==> src/rtl/fetch_unit.sv <==
// Instruction fetch unit: credit-limited request issue, in-order
// response buffer, and redirect flush with stale-response discard.
module fetch_unit #(
  parameter logic [31:0] RESET_PC = 32'h0000_0000,
  parameter int unsigned DEPTH    = 2
) (
  input  logic        clk,
  input  logic        rst,
  output logic        imem_req_o,
  output logic [31:0] imem_addr_o,
  input  logic        imem_gnt_i,
  input  logic        imem_rvalid_i,
  input  logic [31:0] imem_rdata_i,
  input  logic        redirect_i,
  input  logic [31:0] redirect_pc_i,
  output logic        instr_valid_o,
  input  logic        instr_ready_i,
  output logic [31:0] instr_o,
  output logic [31:0] pc_o
);

  localparam int AW = $clog2(DEPTH);
  localparam int CW = AW + 1;
  localparam logic [CW:0] DEPTH_C = (CW+1)'(DEPTH);

  typedef enum logic [1:0] {
    BOOT  = 2'd0,
    FETCH = 2'd1,
    FLUSH = 2'd2
  } state_t;

  state_t        state;
  logic [31:0]   fetch_pc;
  logic [CW-1:0] outstanding;
  logic [CW-1:0] discard;
  logic [CW-1:0] count;
  logic [AW-1:0] wptr;
  logic [AW-1:0] rptr;
  logic [31:0]   buf_instr [DEPTH];
  logic [31:0]   buf_pc    [DEPTH];

  logic [CW:0]   used;
  logic          xfer;
  logic          nempty;
  logic          push;
  logic          pop;
  logic [31:0]   redir_pc;
  logic [31:0]   resp_pc;
  logic [CW-1:0] disc_fetch;
  logic [CW-1:0] disc_flush;

  // Credit covers both in-flight requests and buffered words,
  // so a response always has a free slot.
  assign used = {1'b0, outstanding} + {1'b0, count};
  assign imem_req_o  = (state == FETCH) && (used < DEPTH_C);
  assign imem_addr_o = fetch_pc;
  assign xfer = imem_req_o & imem_gnt_i;

  assign nempty = (count != '0);
  assign pop    = nempty & instr_ready_i;
  assign push   = (state == FETCH) & imem_rvalid_i
                & ~redirect_i;

  assign redir_pc = redirect_pc_i & 32'hFFFF_FFFC;

  // Oldest in-flight request sits 4*outstanding below fetch_pc.
  assign resp_pc = fetch_pc
                 - {{(30-CW){1'b0}}, outstanding, 2'b00};

  assign disc_fetch = outstanding + CW'(xfer)
                    - CW'(imem_rvalid_i);
  assign disc_flush = discard - CW'(imem_rvalid_i);

  assign instr_valid_o = nempty;
  assign instr_o = nempty ? buf_instr[rptr] : '0;
  assign pc_o    = nempty ? buf_pc[rptr]    : '0;

  // Control FSM: fetch address, in-flight and discard counters.
  always_ff @(posedge clk) begin
    if (rst) begin
      state       <= BOOT;
      fetch_pc    <= RESET_PC;
      outstanding <= '0;
      discard     <= '0;
    end else begin
      unique case (state)
        BOOT: begin
          state <= FETCH;
          if (redirect_i) fetch_pc <= redir_pc;
        end
        FETCH: begin
          if (redirect_i) begin
            fetch_pc    <= redir_pc;
            outstanding <= '0;
            discard     <= disc_fetch;
            state <= (disc_fetch != '0) ? FLUSH : FETCH;
          end else begin
            if (xfer) fetch_pc <= fetch_pc + 32'd4;
            outstanding <= outstanding + CW'(xfer)
                         - CW'(imem_rvalid_i);
          end
        end
        FLUSH: begin
          if (redirect_i) fetch_pc <= redir_pc;
          discard <= disc_flush;
          if (disc_flush == '0) state <= FETCH;
        end
        default: state <= BOOT;
      endcase
    end
  end

  // Buffer occupancy and pointers; a redirect empties it.
  always_ff @(posedge clk) begin
    if (rst || redirect_i) begin
      count <= '0;
      wptr  <= '0;
      rptr  <= '0;
    end else begin
      if (push) wptr <= wptr + AW'(1);
      if (pop)  rptr <= rptr + AW'(1);
      count <= count + CW'(push) - CW'(pop);
    end
  end

  // Buffer storage; contents are qualified by count.
  always_ff @(posedge clk) begin
    if (push && !rst) begin
      buf_instr[wptr] <= imem_rdata_i;
      buf_pc[wptr]    <= resp_pc;
    end
  end

endmodule

==> config.mk <==
export PLATFORM = sky130hd
export DESIGN_NAME = fetch_unit
export DESIGN_NICKNAME = d
export VERILOG_FILES = /design/src/rtl/fetch_unit.sv
export SDC_FILE = /design/constraint.sdc
export NUM_CORES = 1
export LEC_CHECK = 0
export CAP_MARGIN = 20
export CELL_PAD_IN_SITES_DETAIL_PLACEMENT = 1
export CELL_PAD_IN_SITES_GLOBAL_PLACEMENT = 1
export CORE_MARGIN = 5
export CORE_UTILIZATION = 43
export CTS_CLUSTER_SIZE = 25
export DETAILED_ROUTE_END_ITERATION = 8
export GPL_TIMING_DRIVEN = 0
export PLACE_DENSITY = 0.94
export SETUP_SLACK_MARGIN = 0.4
export SLEW_MARGIN = 5
export SYNTH_ARGS = -nofsm -noshare
export SYNTH_HDL_FRONTEND = slang
export SYNTH_SLANG_ARGS = --single-unit
==> constraint.sdc <==
create_clock -name clk -period 17.18 [get_ports clk]
set_input_delay 4.295 -clock clk [delete_from_list [all_inputs] [get_ports clk]]
set_output_delay 4.295 -clock clk [all_outputs]
set_load 0.01 [all_outputs]
==> impl_metrics.toml, run 1 <==
[worst_setup_path]
r2r_cells = 7
crit_path_end_kind = "flop"
cp_data_required_time_ns = 17.32
cp_cell_sequence = "clkdlybuf4s50_1, nor2b_1, clkbuf_1, nand3_1, nor3b_2, buf_4, buf_4, buf_6"
crit_path_max_incr_delay_ns = 0.87
cpMostUsedCell = "buf_4"
r2r_slack_ns = 13.58
crit_fanout = 12
cp-start-kind = "input pin"
slowest_stage = "nor3b_2"
crit_type = "in2reg"
cp.arrival_ns = 7.58

[sta]
relSlewSlack_pct = 33.1
setup_violations = 0
skew_ns = 0.0119
hold_ws_ns = 0.547
max_freq_mhz = 134
fin_crit_ns = 7.44
hold_violations = 0
setup_slack_ns = 9.74
rsz0062_at_grt = "no"
fin_setup_tns_ns = 0
final.period_utilization_pct = 43.3
worstMarginPinSlew_ns = 0.999
drv_slew = 0

[routing]
via_per_inst = 5.65
dr.first_iter.drc_count = 369
ant_nets = 0
drc = 0
vias = 6436
routedWlPerCell_um = 20.9
dr.pass1.iters = 5
routed_wl_um = 23900

[layout]
post-route-util_pct = 58.2
fin_area_um2 = 10500
n_antenna_cell = 0
drive_above_1_share_pct = 7.90
syn_to_final_growth_pct = 32.7
nets = 978

[synthesis]
synth.cell_area_um2 = 7900
yosysMostFrequentCell = "edfxtp_1"
ys_dominant_reg_cell = "edfxtp_1"
ys_ff_latch = 165
synth.distinct_cells = 65
synth-async-reset-ratio_pct = 0
synthTopCellsByArea = "edfxtp_1, dfxtp_1, mux2i_1"
synth_commonest_cells = "edfxtp_1, nor2_1, mux2i_1"
synth_top_area_share_pct = 47.1
syn_area_per_cell_um2 = 11.2
seq_area_frac_synth_pct = 57.5
synth-edff-count = 124
yosysTopAreaCell = "edfxtp_1"
synth_warnings = 0
synthCells = 703

[placed_design]
gp_congestion = 0.889
dp_slack_ns = 9.29
placed_cell_area_um2 = 9920
hpwl_um = 17300
io_buffers = 161

[floorplanning]
fp.dieH_um = 146
ios = 168
placementRows = 49
fp.dieArea_um2 = 21200
coreArea_um2 = 18000
start_util_pct = 43.8
die_x_um = 146

[global_route]
grt_pass1_vias = 6738
grt_max_degree = 17
antenna_found_initial = 0
grt_pass1_wl_um = 37100
overflow = 0
gr-usage-all-layers_pct = 22.1

[clock_tree]
cts.sinks = 165
cts_resized = 0
h-tree-depth = 4
insertion_delay_ns = 0.43
holdBufCountCts = 0
cts.clk_slew.worst_paths_ns = 0.06
numCtsBuffers = 17
post_cts_buffers = 0
clock_path_buffers = 2
cts_root_buf = "clkbuf_16"
cts_tree = "built"

[job]
drv_cap = 0

[run_status]
outcome = "finished, final reports clean"

[power_and_ir_drop]
power.density_nw_per_um2 = 92.5
vdd_drop_max_mv = 0.0726
p_leak_nw = 3.50

[hold_path]
min_path_type = "reg2reg"
holdPathStages = 2
-- per-stage QoR --
stage,total power [mW],std cells
3_3_place_gp,0.605,1096
4_1_cts,0.975,1139
6_report,0.970,1140
3_5_place_dp,0.611,1107
5_1_grt,1.01,1140
2_1_floorplan,0.543,706
-- report_power, final --
group,switching (mW),internal (mW)
registers,0.0128,0.444
logic,0.0838,0.0663
clock network,0.163,0.200
total,0.260,0.711
-- final timing paths --
| path | endpoint | startpoint |
|---|---|---|
| setup / recovery | buf_instr[1][5] | redirect_i |
| hold / removal | imem_addr_o[31] | imem_addr_o[31] |
| setup reg to reg | buf_instr[1][5] | state[0] |
| hold reg to reg | imem_addr_o[31] | imem_addr_o[31] |
-- cell type report --
class	instances	area (µm²)
buffer	54	260
fill	1902	7540
timing repair buffer	173	1720
clock buffer	18	429
multi-input combinational	469	3050
clock inverter	14	129
tap	229	287
inverter	18	67.6
sequential	165	4540
-- cell usage in the layout, fill, tap and decap left out, types with 9 or more instances in the layout --
cell type        synthesis  final
clkdlybuf4s50_1          0    161
a21oi_1                 29     29
clkbuf_16                0     17
dfxtp_1                 41     41
nor3_1                  17     16
inv_1                   18     18
mux2i_1                 65     65
nand2_1                 48     48
clkbuf_1                33     34
buf_4                    6     14
nor4_1                   9      9
edfxtp_1               124    124
o21ai_0                 23     23
xor2_1                  10     10
nand3_1                 20     20
nand3b_1                10     10
xnor2_1                 24     24
nor2_1                 104    104
-- state kept, by name (all words and copies together) (netlist names), named ones only --
signal,count
buf_instr,64
outstanding,2
discard,2
buf_pc,60
rptr,1
wptr,1
count,2
imem_addr_o,30
state,2
-- layer usage --
metal | vias up | track usage, % | share of wire [%] | routed length, µm
li1 | 2941 | - | - | -
met1 | 3199 | 26.4 | 41 | 9700
met2 | 263 | 39.8 | 51 | 12300
met3 | 33 | 4.55 | 5.7 | 1350
met4 | 0 | 7.14 | 2.2 | 532
met5 | - | 0 | 0 | 0
-- worst max-delay path, delay by kind of cell --
family / cells / cell delay [ns]
buffers and inverters: 5 / 1.79
and+or+nand+nor: 3 / 1.47
-- cells by family (layout without fill, tap and decap cells) --
family	Yosys count	in the layout	share of synthesized area (%)
other	1	4	0.0475
buffers and inverters	72	277	4.15
XOR/XNOR	34	34	3.77
multiplexers	65	65	8.23
adder cells (fa/ha/maj)	10	10	1.77
flip-flops	165	165	57.5
AND/OR/NAND/NOR	254	254	16.2
AO/OA/AOI/OAI	102	102	8.34
Power figures use the tool's default switching activity.
==> run 2: changes to the inputs <==
--- a/config.mk
+++ b/config.mk
@@ -9,11 +9,11 @@
 export CELL_PAD_IN_SITES_DETAIL_PLACEMENT = 1
 export CELL_PAD_IN_SITES_GLOBAL_PLACEMENT = 1
 export CORE_MARGIN = 5
-export CORE_UTILIZATION = 43
+export CORE_UTILIZATION = 36
 export CTS_CLUSTER_SIZE = 25
 export DETAILED_ROUTE_END_ITERATION = 8
 export GPL_TIMING_DRIVEN = 0
-export PLACE_DENSITY = 0.94
+export PLACE_DENSITY = 0.85
 export SETUP_SLACK_MARGIN = 0.4
 export SLEW_MARGIN = 5
 export SYNTH_ARGS = -nofsm -noshare
==> constraint.sdc (replaced) <==
create_clock -name clk -period 6.4 [get_ports clk]
set_input_delay 1.6 -clock clk [delete_from_list [all_inputs] [get_ports clk]]
set_output_delay 1.6 -clock clk [all_outputs]
set_load 0.01 [all_outputs]
==> impl_metrics.toml, run 2 (synthesis gave the netlist of run 1 again) <==
[layout]
fin_area_um2 = 10600
layout_common_cells = "clkdlybuf4s50_1, edfxtp_1, nor2_1"
nets = 974
multi_input_area_um2 = 3070
largest_reg_flops = 64
layout.cells.most_common = "clkdlybuf4s50_1"
syn_to_final_growth_pct = 34.2
drive_above_1_share_pct = 7.72
top_register = "buf_instr"
fillerInstances = 2354
seq_area_um2 = 4540
n_antenna_cell = 0

[worst_setup_path]
crit_fanout = 10
cp-start-kind = "flop"
cp.depth = 5
crit_family = "buffers and inverters"
r2r_cells = 6
cpMostUsedCell = "clkbuf_1"
cp_data_required_time_ns = 4.80
crit_type = "reg2out"
path_buf_inv = 3
slowest_stage = "clkbuf_1"
cp_cell_sequence = "clkbuf_1, clkbuf_1, mux2i_1, nor2_1, clkdlybuf4s50_1"
r2r_slack_ns = 3.09
crit_path_max_incr_delay_ns = 0.63
r2r-start = "state[0]"
cp.arrival_ns = 2.88
crit_path_end_kind = "primary output"
timing.rr.end = "buf_pc[0][21]"

[routing]
vias = 6241
routed_wl_um = 23500
routedWlPerCell_um = 19.8
drc = 0
via_per_inst = 5.26
ant_nets = 0
dr.pass1.iters = 4
dr.first_iter.drc_count = 401

[floorplanning]
fp.dieH_um = 158
placementRows = 54
die_x_um = 158
ios = 168
fp.dieArea_um2 = 25000
start_util_pct = 36.4
coreArea_um2 = 21700

[clock_tree]
clock_path_buffers = 2
holdBufCountCts = 0
cts_resized = 0
post_cts_buffers = 0
cts_tree = "built"
h-tree-depth = 4
cts.sinks = 165
cts_root_buf = "clkbuf_16"
insertion_delay_ns = 0.43
numCtsBuffers = 17
cts.clk_slew.worst_paths_ns = 0.07

[power_and_ir_drop]
vdd_drop_max_mv = 0.162
p_leak_nw = 3.52
power.density_nw_per_um2 = 245

[sta]
setup_violations = 0
worstMarginPinSlew_ns = 0.971
skew_ns = 0.00854
drv_slew = 0
rsz0062_at_grt = "no"
setup_slack_ns = 1.92
max_freq_mhz = 223
relSlewSlack_pct = 35.0
hold_violations = 0
final.period_utilization_pct = 70.0
fin_setup_tns_ns = 0
fin_crit_ns = 4.48

[job]
drv_cap = 0

[global_route]
gr-usage-all-layers_pct = 18.9
overflow = 0
antenna_found_initial = 0
grt_pass1_wl_um = 36300
grt_pass1_vias = 6506
grt_max_degree = 18

[placed_design]
io_buffers = 161
gp_congestion = 0.857
hpwl_um = 17500
dp_slack_ns = 1.45
placed_cell_area_um2 = 10000

[hold_path]
holdPathStages = 2
min_from = "rptr"
min_path_type = "reg2reg"

[run_status]
outcome = "finished, final reports clean"
## run 2: cell types whose count changed in the layout (fill, tap and decap cells not counted), moves of 3 or more
| cell | previous run | this run |
|---|---|---|
| inv_6 | 1 | 4 |
| buf_6 | 6 | 2 |
| buf_8 | 1 | 7 |
| buf_4 | 14 | 6 |
## run 2: where the power goes
group          total, mW  switching [mW]  internal [mW]  leakage [nW]
clock              0.970           0.434          0.537         0.262
combinational      0.401           0.222          0.179          1.80
sequential          1.23          0.0342           1.19          1.46
total               2.60           0.690           1.91          3.52
## run 2: tightest hold or removal path, stage by stage, from the launching register on
cell	delay [ns]
dfxtp_1	0.33
xnor2_1	0.14
nor3_1	0.05
## run 2: area by class of cell
cell class                      count  share of cell area, %
Timing Repair Buffer              169                   16.6
Clock buffer                       17                   4.01
Multi-Input combinational cell    469                   28.9
Sequential cell                   165                   42.9
Buffer                             54                   2.45
Clock inverter                     15                   1.23
Inverter                           18                  0.637
Tap cell                          280                   3.30
## run 2: per-layer routing
layer  GRT usage (%)  vias to the layer above  part of all wire (%)
met5               0                        -                     0
met4            6.78                        0                   2.9
met3            4.37                       32                   7.0
met2            32.1                      205                    49
met1            23.5                     3062                    41
li1                -                     2942                     -
## run 2: how the worst max path moves through the flow
| stage | slack (ns) | from | end |
|---|---|---|---|
| after global routing | 1.69 | flop | pc_o[3] |
| final | 1.92 | flop | pc_o[3] |
| after CTS | 1.84 | flop | pc_o[3] |
| after detailed placement | 1.45 | redirect_i | buf_pc[0][30] |
| after global placement | -1.30 | redirect_i | buf_instr[1][15] |
| after floorplan | 1.20 | redirect_i | buf_instr[1][0] |
## run 2: per-stage QoR
step | total power [mW] | hold slack (ns) | utilization [%] | instances
finish | 2.60 | 0.560 | 48.9 | 1187
global route | 2.71 | 0.600 | 48.9 | 1187
CTS | 2.63 | 0.566 | 48.9 | 1187
detailed placement | 1.65 | 0.550 | 46.3 | 1155
global placement | 1.63 | 0.537 | 45.6 | 1147
floorplan | 1.46 | 0.506 | - | 706
